==> src/rtl/cpu_ctrl_if.sv <==
// Controller <-> datapath bus: PC, ROM port, ALU zero flag in; ROM address and datapath strobes out.
// master = the sequencing controller, slave = the PC/ROM/register-file/ALU side.
interface cpu_ctrl_if #(
   parameter int ADDR_WIDTH = 3
);
   logic                  run;
   logic [ADDR_WIDTH-1:0] pc;
   logic [7:0]            rom_data;
   logic                  alu_zero;

   logic [ADDR_WIDTH-1:0] rom_addr;
   logic                  pc_enable;
   logic                  pc_load;
   logic [ADDR_WIDTH-1:0] pc_next_value;
   logic [15:0]           ir;
   logic                  rf_we;
   logic [1:0]            rf_waddr;
   logic [1:0]            rf_raddr_a;
   logic [1:0]            rf_raddr_b;
   logic [2:0]            alu_op;
   logic                  alu_src_imm;
   logic [7:0]            imm;
   logic                  z_flag;
   logic                  halted;
   logic                  illegal_op;

   modport master (
      input  run, pc, rom_data, alu_zero,
      output rom_addr, pc_enable, pc_load, pc_next_value, ir,
             rf_we, rf_waddr, rf_raddr_a, rf_raddr_b,
             alu_op, alu_src_imm, imm, z_flag, halted, illegal_op
   );

   modport slave (
      output run, pc, rom_data, alu_zero,
      input  rom_addr, pc_enable, pc_load, pc_next_value, ir,
             rf_we, rf_waddr, rf_raddr_a, rf_raddr_b,
             alu_op, alu_src_imm, imm, z_flag, halted, illegal_op
   );
endinterface

==> src/rtl/cpu_ctrl_fsm.sv <==
// Instruction sequencer for the 8-bit CPU: two-byte fetch, decode, one-cycle execute strobes.
// Define CTRL_ILLEGAL_TRAP_EN to trap opcodes A-E into HALT instead of treating them as NOP.
module cpu_ctrl_fsm #(
   parameter int ADDR_WIDTH = 3
) (
   input logic        clk,
   input logic        reset,
   cpu_ctrl_if.master bus
);

   typedef enum logic [2:0] {
      S_FETCH_HI,
      S_FETCH_LO,
      S_DECODE,
      S_EXECUTE,
      S_HALT
   } state_e;

   typedef enum logic [3:0] {
      OP_NOP = 4'h0,
      OP_LDI = 4'h1,
      OP_ADD = 4'h2,
      OP_SUB = 4'h3,
      OP_AND = 4'h4,
      OP_OR  = 4'h5,
      OP_MOV = 4'h6,
      OP_JMP = 4'h7,
      OP_JZ  = 4'h8,
      OP_JNZ = 4'h9,
      OP_HLT = 4'hF
   } opcode_e;

   typedef enum logic [2:0] {
      ALU_ADD    = 3'd0,
      ALU_SUB    = 3'd1,
      ALU_AND    = 3'd2,
      ALU_OR     = 3'd3,
      ALU_PASS_B = 3'd4
   } alu_op_e;

   state_e      state_q, state_d;
   logic [15:0] ir_q, ir_d;
   logic        z_q, z_d;
   logic        halted_q, halted_d;
`ifdef CTRL_ILLEGAL_TRAP_EN
   logic        illegal_q, illegal_d;
`endif

   logic [ADDR_WIDTH-1:0] rom_addr;
   logic                  pc_enable;
   logic                  pc_load;
   logic                  rf_we;
   alu_op_e               alu_op;
   logic                  alu_src_imm;

   // NOTE: sequential state uses non-blocking assignments so every register samples pre-edge values.
   always_ff @(posedge clk or posedge reset) begin
      if (reset) begin
         state_q   <= S_FETCH_HI;
         ir_q      <= '0;
         z_q       <= 1'b0;
         halted_q  <= 1'b0;
`ifdef CTRL_ILLEGAL_TRAP_EN
         illegal_q <= 1'b0;
`endif
      end else begin
         state_q   <= state_d;
         ir_q      <= ir_d;
         z_q       <= z_d;
         halted_q  <= halted_d;
`ifdef CTRL_ILLEGAL_TRAP_EN
         illegal_q <= illegal_d;
`endif
      end
   end

   // NOTE: every always_comb output gets a default first, so no path can infer a latch.
   always_comb begin
      state_d     = state_q;
      ir_d        = ir_q;
      z_d         = z_q;
      halted_d    = halted_q;
`ifdef CTRL_ILLEGAL_TRAP_EN
      illegal_d   = illegal_q;
`endif
      rom_addr    = bus.pc;
      pc_enable   = 1'b0;
      pc_load     = 1'b0;
      rf_we       = 1'b0;
      alu_op      = ALU_ADD;
      alu_src_imm = 1'b0;

      case (state_q)
         S_FETCH_HI: begin
            if (bus.run) state_d = S_FETCH_LO;
         end

         // ROM answers one cycle late: the byte arriving now is the high byte requested in FETCH_HI.
         S_FETCH_LO: begin
            rom_addr    = bus.pc + ADDR_WIDTH'(1);
            ir_d[15:8]  = bus.rom_data;
            state_d     = S_DECODE;
         end

         S_DECODE: begin
            ir_d[7:0] = bus.rom_data;
            state_d   = S_EXECUTE;
         end

         S_EXECUTE: begin
            state_d   = S_FETCH_HI;
            pc_enable = 1'b1;
            case (ir_q[15:12])
               OP_NOP: ;
               OP_LDI: begin
                  rf_we       = 1'b1;
                  alu_op      = ALU_PASS_B;
                  alu_src_imm = 1'b1;
               end
               OP_ADD: begin
                  rf_we  = 1'b1;
                  alu_op = ALU_ADD;
                  z_d    = bus.alu_zero;
               end
               OP_SUB: begin
                  rf_we  = 1'b1;
                  alu_op = ALU_SUB;
                  z_d    = bus.alu_zero;
               end
               OP_AND: begin
                  rf_we  = 1'b1;
                  alu_op = ALU_AND;
                  z_d    = bus.alu_zero;
               end
               OP_OR: begin
                  rf_we  = 1'b1;
                  alu_op = ALU_OR;
                  z_d    = bus.alu_zero;
               end
               OP_MOV: begin
                  rf_we  = 1'b1;
                  alu_op = ALU_PASS_B;
               end
               OP_JMP: pc_load = 1'b1;
               // Conditional branches see the flag left by an earlier instruction.
               OP_JZ:  pc_load = z_q;
               OP_JNZ: pc_load = ~z_q;
               OP_HLT: begin
                  pc_enable = 1'b0;
                  halted_d  = 1'b1;
                  state_d   = S_HALT;
               end
               default: begin
`ifdef CTRL_ILLEGAL_TRAP_EN
                  pc_enable = 1'b0;
                  illegal_d = 1'b1;
                  halted_d  = 1'b1;
                  state_d   = S_HALT;
`endif
               end
            endcase
         end

         S_HALT: ;

         default: state_d = S_FETCH_HI;
      endcase
   end

   assign bus.rom_addr      = rom_addr;
   assign bus.pc_enable     = pc_enable;
   assign bus.pc_load       = pc_load;
   assign bus.rf_we         = rf_we;
   assign bus.alu_op        = alu_op;
   assign bus.alu_src_imm   = alu_src_imm;

   // Branch targets are forced to an even (instruction-aligned) address.
   assign bus.pc_next_value = {ir_q[ADDR_WIDTH-1:1], 1'b0};
   assign bus.ir            = ir_q;
   assign bus.rf_waddr      = ir_q[11:10];
   assign bus.rf_raddr_a    = ir_q[11:10];
   assign bus.rf_raddr_b    = ir_q[9:8];
   assign bus.imm           = ir_q[7:0];
   assign bus.z_flag        = z_q;
   assign bus.halted        = halted_q;
`ifdef CTRL_ILLEGAL_TRAP_EN
   assign bus.illegal_op    = illegal_q;
`else
   assign bus.illegal_op    = 1'b0;
`endif

endmodule

==> src/flat_wrapper.sv <==
// flat-port wrapper written by rule: the top's interface ports become plain ports
module cpu_ctrl_fsm_flat 
#(
   parameter int ADDR_WIDTH = 3
)
  (clk, reset, bus_run, bus_pc, bus_rom_data, bus_alu_zero, bus_rom_addr, bus_pc_enable, bus_pc_load, bus_pc_next_value, bus_ir, bus_rf_we, bus_rf_waddr, bus_rf_raddr_a, bus_rf_raddr_b, bus_alu_op, bus_alu_src_imm, bus_imm, bus_z_flag, bus_halted, bus_illegal_op);
  cpu_ctrl_if #(.ADDR_WIDTH(ADDR_WIDTH)) bus_i ();
  input logic clk;
  input logic reset;
  input wire logic [$bits(bus_i.run)-1:0] bus_run;
  input wire logic [$bits(bus_i.pc)-1:0] bus_pc;
  input wire logic [$bits(bus_i.rom_data)-1:0] bus_rom_data;
  input wire logic [$bits(bus_i.alu_zero)-1:0] bus_alu_zero;
  output wire logic [$bits(bus_i.rom_addr)-1:0] bus_rom_addr;
  output wire logic [$bits(bus_i.pc_enable)-1:0] bus_pc_enable;
  output wire logic [$bits(bus_i.pc_load)-1:0] bus_pc_load;
  output wire logic [$bits(bus_i.pc_next_value)-1:0] bus_pc_next_value;
  output wire logic [$bits(bus_i.ir)-1:0] bus_ir;
  output wire logic [$bits(bus_i.rf_we)-1:0] bus_rf_we;
  output wire logic [$bits(bus_i.rf_waddr)-1:0] bus_rf_waddr;
  output wire logic [$bits(bus_i.rf_raddr_a)-1:0] bus_rf_raddr_a;
  output wire logic [$bits(bus_i.rf_raddr_b)-1:0] bus_rf_raddr_b;
  output wire logic [$bits(bus_i.alu_op)-1:0] bus_alu_op;
  output wire logic [$bits(bus_i.alu_src_imm)-1:0] bus_alu_src_imm;
  output wire logic [$bits(bus_i.imm)-1:0] bus_imm;
  output wire logic [$bits(bus_i.z_flag)-1:0] bus_z_flag;
  output wire logic [$bits(bus_i.halted)-1:0] bus_halted;
  output wire logic [$bits(bus_i.illegal_op)-1:0] bus_illegal_op;
  assign bus_i.run = bus_run;
  assign bus_i.pc = bus_pc;
  assign bus_i.rom_data = bus_rom_data;
  assign bus_i.alu_zero = bus_alu_zero;
  assign bus_rom_addr = bus_i.rom_addr;
  assign bus_pc_enable = bus_i.pc_enable;
  assign bus_pc_load = bus_i.pc_load;
  assign bus_pc_next_value = bus_i.pc_next_value;
  assign bus_ir = bus_i.ir;
  assign bus_rf_we = bus_i.rf_we;
  assign bus_rf_waddr = bus_i.rf_waddr;
  assign bus_rf_raddr_a = bus_i.rf_raddr_a;
  assign bus_rf_raddr_b = bus_i.rf_raddr_b;
  assign bus_alu_op = bus_i.alu_op;
  assign bus_alu_src_imm = bus_i.alu_src_imm;
  assign bus_imm = bus_i.imm;
  assign bus_z_flag = bus_i.z_flag;
  assign bus_halted = bus_i.halted;
  assign bus_illegal_op = bus_i.illegal_op;
  cpu_ctrl_fsm #(.ADDR_WIDTH(ADDR_WIDTH)) u_core (.clk(clk), .reset(reset), .bus(bus_i));
endmodule
==> config.mk <==
export PLATFORM = sky130hd
export DESIGN_NAME = cpu_ctrl_fsm_flat
export DESIGN_NICKNAME = d
export VERILOG_FILES = /design/src/rtl/cpu_ctrl_if.sv /design/src/rtl/cpu_ctrl_fsm.sv /design/src/flat_wrapper.sv
export SDC_FILE = /design/constraint.sdc
export NUM_CORES = 1
export LEC_CHECK = 0
export CORE_UTILIZATION = 50
export DETAILED_ROUTE_END_ITERATION = 12
export DONT_BUFFER_PORTS = 1
export PLACE_DENSITY_LB_ADDON = 0.08
export SLEW_MARGIN = 15
export SYNTH_ARGS = -nofsm -noshare
export SYNTH_HDL_FRONTEND = slang
export SYNTH_SLANG_ARGS = --single-unit
==> constraint.sdc <==
create_clock -name clk -period 2.5 [get_ports clk]
set_clock_uncertainty 0.05 [all_clocks]
set_input_delay 0.125 -clock clk [delete_from_list [all_inputs] [get_ports clk]]
set_output_delay 0.125 -clock clk [all_outputs]
set_load 0.03 [all_outputs]
==> results of run 1 <==
[layer usage]
metal | part of all wire | wire [um] | GRT usage
met5 | 0 | 0 | 0
met2 | 0.47 | 824 | 0.288
met4 | 0.0069 | 12 | 0.0588
met1 | 0.45 | 782 | 0.198
met3 | 0.072 | 126 | 0.0717
[synthesized netlist by cell type]
master,count
a21oi_1,3
and3_1,1
buf_4,19
clkbuf_1,2
conb_1,1
dfrtp_1,21
ha_1,1
inv_1,1
mux2_2,18
nand2_1,3
nand2b_1,2
nand3_1,1
nand3b_1,1
nand3b_4,1
nor2_1,3
nor3_1,5
nor3b_1,1
nor3b_2,1
nor3b_4,1
o21bai_1,1
o22ai_1,1
or2_2,2
or3b_1,1
xnor2_1,2
xor2_1,2
[flip-flops by register name, summed over array words and instances (netlist names)]
register / flops
u_core.bus.ir: 16
u_core.bus.z_flag: 1
u_core.state_q: 3
u_core.bus.halted: 1
[area by class of cell]
cell class,count,area share
clock buffer,3,0.0189
clock inverter,1,0.00420
inverter,1,0.00315
multi-input combinational,53,0.374
sequential,21,0.441
tap,27,0.0284
timing repair buffer,17,0.130
[worst paths after layout]
| path | from | to | slack [ns] |
|---|---|---|---|
| min in group clk | bus_pc[2] | bus_rom_addr[2] | 0.40 |
| worst min register to register | u_core.state_q[2]$_DFFE_PP0P_ | u_core.state_q[0]$_DFFE_PP0P_ | 0.54 |
| worst max register to register | u_core.bus.ir[13]$_DFFE_PP0P_ | u_core.bus.z_flag$_DFFE_PP0P_ | 0.95 |
| max in group asynchronous | reset | u_core.state_q[0]$_DFFE_PP0P_ | 1.56 |
| worst min-delay path | reset | u_core.bus.ir[10]$_DFFE_PP0P_ | 0.35 |
| worst max-delay path | u_core.bus.ir[13]$_DFFE_PP0P_ | bus_pc_load | 0.42 |
[cells in the final DEF, fill, tap and decap left out, types with 2 or more instances in the layout]
cell type and count:
mux2_2 18, buf_4 6, nand2b_1 2, xnor2_1 2
a21oi_1 3, dfrtp_1 21, nand2_1 3, clkbuf_4 3
or2_2 2, dlygate4sd3_1 11, conb_1 2, nor3_1 5
xor2_1 2, nor2_1 3
[repair_timing]
action / 4_1_cts / 5_1_grt
hold buffers: 11 / 0
hold endpoints to repair: 39 / 0
setup endpoints to repair: 0 / 0
[kinds of logic (layout without fill, tap and decap cells)]
logic type,Yosys count,after routing,share of synthesized area
AOI/OAI and AO/OA,5,5,0.0257
muxes,18,18,0.181
other,1,2,0.00335
and+or+nand+nor,23,23,0.142
xor gates and xnor gates,4,4,0.0313
DFF,21,21,0.469
buffers and inverters,22,22,0.137
adders and majority gates,1,1,0.0112
[worst max-delay path, delay by kind of cell, from the launching register on]
| kind | cells | cell delay [ns] |
|---|---|---|
| flip-flops | 1 | 0.69 |
| AND/OR/NAND/NOR | 2 | 0.38 |
| AO/OA/AOI/OAI | 1 | 0.54 |
[metrics by stage]
stage | worst slack [ns] | hold slack, ns
3_5_place_dp | 0.772 | 0.144
6_report | 0.416 | 0.353
4_1_cts | 0.411 | 0.355
3_3_place_gp | 0.809 | 0.151
2_1_floorplan | 0.644 | 0.0515
5_1_grt | 0.295 | 0.409
==> flow_summary_export.csv, run 1 <==
group,metric,value,unit
logic_synthesis,synth_top_area_share,0.469,
timing,setup_tns,0,ns
timing,fin_crit,2.08,ns
route,drc_errors,0,
route,drtAntennaViolNets,0,
layout,diodes,0,
clock_network,htreeDepth,1,
clock_network,cts.sinks,21,
layout,regArea,526,um2
timing,worst_pin_slew,0.818,ns
critical_path,reg2reg_depth,3,
critical_path,worstPathRequired,2.33,ns
layout,area_delta_synth_final,6.25,%
grt,antenna_found_initial,0,
status,status,"completed",
layout,utilization,0.583,
layout,layoutNonFillerInstCount,123,
floorplanning,core.rowCount,16,
min_path,hold_path.class,"in -> async",
clock_network,tritoncts,"yes",
layout,nets,113,
timing,min_period_over_period,0.834,
logic_synthesis,yosysWarnings,0,
clock_network,clk_pin_slew_worst_paths,0.12,ns
route,wl,1.75,mm
timing,setup_viol,0,
layout,fin_area,1190,um2
place,io_buffers,0,
clock_network,clock_path_buffers,2,
timing,final_max_slew_viol_count,0,
critical_path,crit_arrival,1.91,ns
floorplanning,die_h,49.4,um
critical_path,critPathMaxFanout,9,
floorplanning,die-area,2440,um2
clock_network,post_cts_buffers,0,
timing,clock.fmax,480,MHz
logic_synthesis,yosys.area.top_type,"dfrtp_1",
clock_network,tritoncts.num_buffers,3,
floorplanning,initial_utilization,0.549,
place,dp_hpwl,1.16,mm
route,firstDrtPassIters,4,
clock_network,clk_latency,0.30,ns
timing,grt_setup_unrepaired,"false",
critical_path,crit_chain,"and3_1 -> nand2b_1 -> a21oi_1",
logic_synthesis,synth.area.top_cells,"dfrtp_1 (47%), mux2_2 (18%), buf_4 (13%)",
route,drt_iter0_markers,7,
grt,grt_pass1_vias,677,
route,wire_per_inst,14.2,um
place,gp_congestion,0.746,
layout,drive_gt1_frac,0.344,
clock_network,cts_resized,0,
floorplanning,die-width,49.4,um
critical_path,start_kind,"register",
grt,grtUsageTotal,0.173,
grt,grt_max_degree,22,
logic_synthesis,synth_area,1120,um2
logic_synthesis,ys_ff_latch,21,
logic_synthesis,synth-seq-area-share,0.469,
place,place_area,1050,um2
run,max_cap_viol_count,0,
route,vias,659,
logic_synthesis,synth.distinct_cells,25,
layout,multiInputGateArea,445,um2
grt,grt_pass1_wl,3.11,mm
route,vias_per_cell,5.36,
place,dp.cells,108,
floorplanning,fp.coreArea,2040,um2
critical_path,worstSetupPathType,"reg -> out",
timing,slew-limit-headroom,0.455,
critical_path,crit_path_end_kind,"output port",
grt,grt_overflow,0,
logic_synthesis,netlist_instances,95,
floorplanning,io_pins,61,
layout,fillers,188,
critical_path,cpPeakStageDelay,0.69,ns
logic_synthesis,syn_area_per_cell,11.8,um2
clock_network,cts_root_buffer,"clkbuf_4",
critical_path,critical_path.slowest_cell,"dfrtp_1",
timing,finalHoldViolCount,0,
Power of run 1 is left out: the tool's default activity adds up to more than one toggle a clock period on the data nets, which glitch-free logic cannot reach.
==> run 2, diff against run 1 <==
- clock period: 2.5 -> 1.7 ns (I/O delays scaled with it)
==> flow_summary_export.csv, run 2 (synthesized netlist as in run 1, its figures left out) <==
group,metric,value,unit
timing,final_max_slew_viol_count,0,
route,firstDrtPassIters,2,
clock_network,clk_latency,0.30,ns
status,status,"complete, but fails checks",
place,dp_slack,0.189,ns
route,wl_met1,882,um
floorplanning,fp.coreArea,2040,um2
layout,nets,137,
layout,fin_area,1440,um2
route,vias,742,
grt,grtUsageTotal,0.187,
layout,final_cell_mix,"buf_4 (28), mux2_2 (17), dfrtp_1 (17), dlygate4sd3_1 (11), dfrtp_2 (4)",
min_path,hold_end,"bus_rom_addr[2]",
timing,finalHoldViolCount,0,
grt,grt_pass1_wl,3.35,mm
floorplanning,die_h,49.4,um
grt,grt_max_degree,22,
critical_path,reg2reg_depth,5,
clock_network,clk_pin_slew_worst_paths,0.11,ns
status,failed_checks,"negative setup slack",
critical_path,crit_chain,"nand3b_4 -> or3b_4 -> nor3_2 -> buf_4",
timing,fin_crit,1.74,ns
grt,grt_overflow,0,
route,vias_per_cell,5.05,
layout,area_delta_synth_final,28.0,%
floorplanning,io_pins,61,
critical_path,start_kind,"register",
critical_path,crit_arrival,1.60,ns
min_path,hp-start,"bus_pc[2]",
floorplanning,core.rowCount,16,
critical_path,worstPathRequired,1.56,ns
layout,drive_gt1_frac,0.575,
grt,grt_pass1_vias,746,
critical_path,r2r_slack,0.13,ns
critical_path,critical_path.slowest_cell,"dfrtp_2",
layout,final_common_cell,"buf_4",
timing,clock.fmax,576,MHz
route,drc_errors,0,
route,drt_iter0_markers,5,
timing,setup_viol,2,
critical_path,cpPeakStageDelay,0.43,ns
clock_network,tritoncts.num_buffers,3,
run,max_cap_viol_count,0,
timing,holdWs,0.302,ns
timing,grt_setup_unrepaired,"true",
min_path,hold_path.class,"in -> out",
route,top_layer_used,"met4",
timing,slew-limit-headroom,0.464,
layout,largest_reg_flops,16,
clock_network,cts_root_buffer,"clkbuf_4",
place,gp_congestion,0.770,
critical_path,crit_path_end_kind,"output port",
floorplanning,die-area,2440,um2
clock_network,clock_path_buffers,2,
clock_network,htreeDepth,1,
place,dp_hpwl,1.40,mm
route,met3_wirelength,170,um
clock_network,tritoncts,"yes",
place,io_buffers,0,
place,place_area,1220,um2
layout,diodes,0,
layout,fillers,169,
critical_path,worstSetupPathType,"reg -> out",
timing,min_period_over_period,1.02,
route,dr_wl_met2,955,um
grt,antenna_found_initial,0,
critical_path,r2r_start,"u_core.state_q[2]$_DFFE_PP0P_",
critical_path,critPathMaxFanout,4,
route,drtAntennaViolNets,0,
route,wl,2.03,mm
clock_network,cts.sinks,21,
floorplanning,die-width,49.4,um
timing,worst_pin_slew,0.804,ns
route,wire_per_inst,13.8,um
min_path,whs_path_depth,2,
floorplanning,initial_utilization,0.549,
timing,worst_slack,-0.0363,ns
critical_path,reg2reg_to,"u_core.bus.ir[9]$_DFFE_PP0P_",
## run 2: changes by cell type in the layout (fill, tap and decap cells not counted), moves of 2 or more
cell and change:
nor3_2 +2, dfrtp_2 +4, buf_4 +22, buf_6 +2, dfrtp_1 -4, nor3_1 -2, a21oi_1 -2
## run 2: worst max path at each step
stage	from	to	slack, ns	cells after the start
after floorplan	u_core.state_q[0]$_DFFE_PP0P_	bus_rom_addr[2]	0.06	4
after global placement	u_core.state_q[2]$_DFFE_PP0P_	bus_alu_src_imm	0.21	4
after detailed placement	u_core.state_q[2]$_DFFE_PP0P_	bus_alu_src_imm	0.19	4
after CTS	u_core.state_q[2]$_DFFE_PP0P_	bus_alu_src_imm	-0.04	4
after global routing	u_core.state_q[2]$_DFFE_PP0P_	bus_alu_src_imm	-0.12	4
final	u_core.state_q[2]$_DFFE_PP0P_	bus_alu_src_imm	-0.04	4
## run 2: critical path: cells and delay by family (launching register included)
family | cells | cell delay [ns]
AND/OR/NAND/NOR | 3 | 0.71
buffers and inverters | 1 | 0.18
flip-flops | 1 | 0.43
## run 2: what timing repair did
item | 4_1_cts | 5_1_grt
endpoints found under the setup margin | 8 | 7
buffers inserted | 3 | 1
hold buffers | 11 | 0
resized for setup | 7 | 6
endpoints found under the hold margin | 39 | 0
pin swaps | 1 | 5
## run 2: per-stage QoR
step | cells | setup TNS [ns] | util
floorplan | 96 | 0 | -
detailed placement | 128 | 0 | 0.599
global route | 147 | -0.420 | 0.703
CTS | 146 | -0.0506 | 0.686
finish | 147 | -0.0563 | 0.703
global placement | 128 | 0 | 0.599
## run 2: layout make-up
type                       instances  area (um2)  share of cell area
timing repair buffer              41         343               0.239
multi-input combinational         53         494               0.344
clock inverter                     1        7.51             0.00523
clock buffer                       3        22.5              0.0157
inverter                           1        3.75             0.00262
sequential                        21         531               0.370
tap                               27        33.8              0.0235
## run 2: metal layers
metal  global-route usage  up-vias
met4               0.0931        0
met5                    0        -
li1                     -      354
met1                0.226      354
met2                0.285       32
met3               0.0779        2
Power of run 2 is left out for the same reason.
